--- src/rtl/freq_counter.sv ---
// freq_counter: counts rising edges of an asynchronous input over a programmable
// gate window of system-clock cycles and reports the count with a valid pulse.
module freq_counter #(
   parameter int WIDTH       = 8,
   parameter int GATE_SHIFT  = 8,
   parameter int CNT_WIDTH   = 24,
   parameter int SYNC_STAGES = 2
) (
   input  logic                 clk_in,
   input  logic                 nrst,
   input  logic                 sig_in,
   input  logic                 enable,
   input  logic [WIDTH-1:0]     gate_len,
   output logic [CNT_WIDTH-1:0] count,
   output logic                 valid,
   output logic                 overflow,
   output logic                 busy
);
   localparam int WW = WIDTH + GATE_SHIFT;
   typedef enum logic [1:0] {IDLE, ARM, MEAS, DONE} state_t;
   state_t                 state_q, state_d;
   logic [SYNC_STAGES-1:0] sync_q, sync_d;
   logic                   hist_q, hist_d;
   logic [WW-1:0]          win_q, win_d;
   logic [CNT_WIDTH-1:0]   edges_q, edges_d, count_q, count_d;
   logic                   sat_q, sat_d, ovf_q, ovf_d, valid_q, valid_d, busy_q, busy_d;
   logic                   rise, start;
   always_comb begin
      sync_d  = {sync_q[SYNC_STAGES-2:0], sig_in};
      hist_d  = sync_q[SYNC_STAGES-1];
      rise    = sync_q[SYNC_STAGES-1] & ~hist_q;
      start   = enable && (gate_len != '0);
      state_d = state_q;
      win_d   = win_q;
      edges_d = edges_q;
      sat_d   = sat_q;
      count_d = count_q;
      ovf_d   = ovf_q;
      case (state_q)
         IDLE: state_d = start ? ARM : IDLE;
         ARM: begin
            win_d   = {gate_len, {GATE_SHIFT{1'b0}}} - WW'(1);
            edges_d = '0;
            sat_d   = 1'b0;
            state_d = MEAS;
         end
         MEAS: begin
            win_d = win_q - WW'(1);
            if (rise) begin
               if (&edges_q) sat_d = 1'b1;
               else edges_d = edges_q + CNT_WIDTH'(1);
            end
            // abort wins over completion so a dropped enable never reports
            if (!enable) state_d = IDLE;
            else if (win_q == '0) begin
               state_d = DONE;
               count_d = edges_d;
               ovf_d   = sat_d;
            end
         end
         DONE: state_d = start ? ARM : IDLE;
         default: state_d = IDLE;
      endcase
      valid_d = (state_d == DONE);
      busy_d  = (state_d != IDLE);
   end
   always_ff @(posedge clk_in or negedge nrst) begin
      if (!nrst) begin
         state_q <= IDLE;
         sync_q  <= '0;
         hist_q  <= 1'b0;
         win_q   <= '0;
         edges_q <= '0;
         sat_q   <= 1'b0;
         count_q <= '0;
         ovf_q   <= 1'b0;
         valid_q <= 1'b0;
         busy_q  <= 1'b0;
      end else begin
         state_q <= state_d;
         sync_q  <= sync_d;
         hist_q  <= hist_d;
         win_q   <= win_d;
         edges_q <= edges_d;
         sat_q   <= sat_d;
         count_q <= count_d;
         ovf_q   <= ovf_d;
         valid_q <= valid_d;
         busy_q  <= busy_d;
      end
   end
   assign count    = count_q;
   assign valid    = valid_q;
   assign overflow = ovf_q;
   assign busy     = busy_q;
endmodule

--- config.mk ---
export PLATFORM = sky130hd
export DESIGN_NAME = freq_counter
export DESIGN_NICKNAME = d
export VERILOG_FILES = /design/src/rtl/freq_counter.sv
export SDC_FILE = /design/constraint.sdc
export NUM_CORES = 1
export LEC_CHECK = 0
export ABC_AREA = 1
export CAP_MARGIN = 20
export CORE_ASPECT_RATIO = 2
export CORE_UTILIZATION = 26
export DETAILED_ROUTE_END_ITERATION = 10
export SLEW_MARGIN = 40
export SYNTH_ARGS = -nofsm -noshare
export SYNTH_HDL_FRONTEND = slang
export SYNTH_SLANG_ARGS = --single-unit
--- constraint.sdc ---
create_clock -name clk_in -period 1.75 [get_ports clk_in]
set_input_delay 0.35 -clock clk_in [delete_from_list [all_inputs] [get_ports clk_in]]
set_output_delay 0.35 -clock clk_in [all_outputs]
set_load 0.05 [all_outputs]
==> results.py, run 1 <==
metrics = {
    "run_status": {
        "status": "finished, final reports clean",
    },
    "routing": {
        "drt-initial-drc-count": 257,
        "drcViolationCount": 0,
        "drtPass1Iterations": 4,
        "avgRoutedWirePerCell_um": 14.6,
        "ant_nets": 0,
        "routed_wl_um": 13300,
        "via_count": 4332,
        "viasPerCell": 4.73,
    },
    "grt": {
        "grt_pass1_wl_um": 20200,
        "grtUsageTotal_pct": 15.8,
        "antenna_found_initial": 0,
        "grt_max_degree": 35,
        "globalRoute.totalOverflow": 0,
        "grt_pass1_vias": 4213,
    },
    "sta": {
        "fin_skew_ns": 0.00800,
        "rsz0062_at_grt": "yes",
        "fin_setup_tns_ns": 0,
        "fin_crit_sh_pct": 99.1,
        "worst_pin_slew_ns": 0.366,
        "maxSlewHeadroom_pct": 75.6,
        "hold_viol": 0,
        "maxSlewViolCount": 0,
        "fmax_ghz": 0.576,
        "min_period_ns": 1.73,
        "final-setup-viol-count": 0,
    },
    "worst_setup_path": {
        "worstPathArrival_ns": 1.97,
        "cp.required_ns": 1.99,
        "cp-end-kind": "flop",
        "slowest_delay_ns": 0.35,
        "path_max_fanout": 7,
        "cp_cell_sequence": "ha_2 -> nand2_2 -> nor2_4 -> nand2_4 -> nor2_8 -> nand3_4 -> buf_12 -> a21o_1 -> nand3_2 -> nand2_1",
        "critical_path_class": "reg -> reg",
        "slowest_stage": "dfrtp_1",
        "crit_path_start_kind": "flop",
    },
    "clock_network": {
        "clock_path_buffers": 2,
        "cts_root_buf": "clkbuf_16",
        "clkSinkCount": 73,
        "clk_pin_slew_worst_paths_ns": 0.06,
        "cts_buffers": 9,
        "htree_levels": 3,
        "cts_tree": "yes",
        "insertion_delay_ns": 0.35,
    },
    "final_layout": {
        "area_delta_synth_final_pct": 38.1,
        "fin_cells": 915,
        "antenna_cells": 0,
        "drive_above_1_share_pct": 24.6,
        "nNetsFinal": 727,
    },
    "yosys": {
        "synth.avg_cell_area_um2": 7.12,
        "synth_edf_count": 0,
        "synth_cell_types": 37,
        "synth_fa_ha_area_share_pct": 1.76,
        "synth_top_family_by_area": "simple AND/OR/NAND/NOR gates",
        "synth.area.mux_share_pct": 0,
        "yosys.area_share.simple_pct": 39.3,
        "ys.warnings.count": 0,
        "synth_nets": 618,
        "syn_area_mm2": 0.00427,
        "ys.flop_type": "dfrtp_1",
        "syn-instance-count": 600,
        "ys_ff_latch": 73,
        "synth_seq_area_share_pct": 42.8,
        "synthXorXnorAreaFrac_pct": 1.64,
        "async_flop_share_pct": 100,
        "synth_compound_gate_area_share_pct": 6.42,
    },
    "die": {
        "die_y_um": 183,
        "dieArea_mm2": 0.0170,
        "rows": 65,
        "ios": 39,
        "die-width_um": 92.6,
        "initial_core_util_pct": 26.8,
        "core_area_mm2": 0.0159,
    },
    "placed_design": {
        "hpwl_um": 9830,
        "placed_cells": 885,
        "place.port_buffers": 38,
        "gp_congestion": 0.885,
    },
    "power": {
        "total_leakage_power_uw": 0.00298,
        "powerDensity_mw_per_mm2": 1040,
        "vdd_drop_max_mv": 0.525,
    },
    "hold_path": {
        "hp-class": "reg -> reg",
    },
    "flow_run": {
        "max_cap_viol_count": 0,
    },
}
-- cells in the final DEF (no fill, tap or decap), types with 6 or more instances in the layout --
| master | Yosys | layout |
|---|---|---|
| clkdlybuf4s50_1 | 0 | 10 |
| a21oi_1 | 8 | 7 |
| o21ai_1 | 5 | 8 |
| nor2_1 | 51 | 45 |
| nand3_2 | 3 | 14 |
| buf_4 | 0 | 93 |
| inv_1 | 64 | 64 |
| xor2_1 | 6 | 6 |
| nor2_2 | 4 | 8 |
| dfrtp_1 | 73 | 73 |
| o21ai_0 | 24 | 21 |
| nand2_2 | 3 | 12 |
| nand2_1 | 228 | 218 |
| nor3_1 | 8 | 6 |
| nand3_1 | 54 | 42 |
| nand4_1 | 13 | 13 |
| clkbuf_16 | 0 | 11 |
-- per-layer routing --
layer  vias to the layer above  GRT usage, %  wire length [um]
li1                       2129             -                 -
met1                      2033          13.4              4240
met2                       111          31.8              7600
met3                        59          2.36               444
met4                         0          11.1              1040
met5                         -             0                 0
-- cell type report --
cell class	count	area, um^2
flip-flops and latches	73	1830
fillers	1727	10000
well taps	201	251
inverters	68	260
repair buffers	115	995
multi-input cells	442	2270
clock inverters	3	40.0
clock buffers	13	250
-- sequential cells by signal, indices dropped and copies added (netlist names) --
register and cells:
busy 1, count 24, edges_q 24, hist_q 1, overflow 1, sat_q 1, state_q 2, sync_q 2
valid 1, win_q 16
-- cells in the mapped netlist, types with 2 or more instances --
cell      instances  share of area (%)
a21oi_1           8               0.94
nand4_1          13                1.9
nand3_2           3               0.70
clkbuf_1         10               0.88
o221ai_1          2               0.41
o21ai_0          24                2.8
inv_2             3               0.26
buf_2             6               0.70
xnor2_1           2               0.41
o211ai_1          3               0.53
nor2_4            2               0.53
nand3b_1          4               0.70
nor2_2            4               0.59
nand2_1         228                 20
nand3_1          54                6.3
dfrtp_1          73                 43
buf_6             2               0.53
nand4_2           3               0.88
nand2_2           3               0.44
a22oi_1           2               0.35
ha_1              6                1.8
inv_1            64                5.6
nor3_1            8               0.94
xor2_1            6                1.2
o21ai_1           5               0.59
nor2_1           51                4.5
-- logic make-up (layout without fill, tap and decap cells) --
kind of cell,count (synthesis),after routing
DFF,73,73
adders and majority gates,6,6
xor gates and xnor gates,8,8
and+or+nand+nor,379,380
AOI/OAI and AO/OA,48,48
buffers and inverters,86,199
-- what timing repair did --
item,in CTS,in global routing
pin swaps,0,10
endpoints found under the setup margin,2,58
endpoints found under the hold margin,25,0
gates cloned,0,5
gates resized for setup,1,53
hold buffers,1,0
setup buffers,0,8
-- through the flow --
step / setup WS (ns) / total power (uW) / instance area [um^2] / hold slack, ns / util [%]
after CTS: -0.000441 / 6050 / 5580 / 0.349 / 35.0
after global placement: -0.00466 / 4180 / 5270 / 0.297 / 33.1
final: 0.0151 / 6120 / 5900 / 0.348 / 37.0
after global routing: -0.0655 / 6480 / 5900 / 0.363 / 37.0
after detailed placement: -0.0250 / 4190 / 5270 / 0.296 / 33.1
after floorplan: 0.0807 / 3180 / 4270 / 0.0544 / -
-- report_power, final --
group	total (uW)	internal (uW)	switching, uW
sequential	2020	1890	131
combinational	2250	853	1400
clock	1850	1140	708
total	6120	3880	2240
-- path summary, 6_finish.rpt --
| path | from | end | slack (ns) | depth (start not counted) |
|---|---|---|---|---|
| worst min register to register | sync_q[0] | sync_q[1] | 0.35 | 0 |
| worst max-delay path | edges_q[0] | count[9] | 0.02 | 10 |
| worst max register to register | edges_q[0] | count[9] | 0.02 | 10 |
| worst min-delay path | sync_q[0] | sync_q[1] | 0.35 | 0 |
| max in group asynchronous | nrst | count[17] | 0.75 | 3 |
| min in group asynchronous | nrst | sync_q[0] | 0.46 | 2 |
-- worst max-delay path: cells and delay by family (launching register included) --
kind	cells	cell delay [ns]
and+or+nand+nor	7	0.70
buffers and inverters	1	0.20
AOI/OAI and AO/OA	1	0.19
DFF	1	0.35
adders and majority gates	1	0.19
Note: power is estimated with default switching activity, not from simulation.
==> run 2, diff against run 1 <==
CTS_CLUSTER_DIAMETER = 50   (was not set)
==> results of run 2 <==
Same layout as run 1: the final DEF is identical, and so are final timing and power.
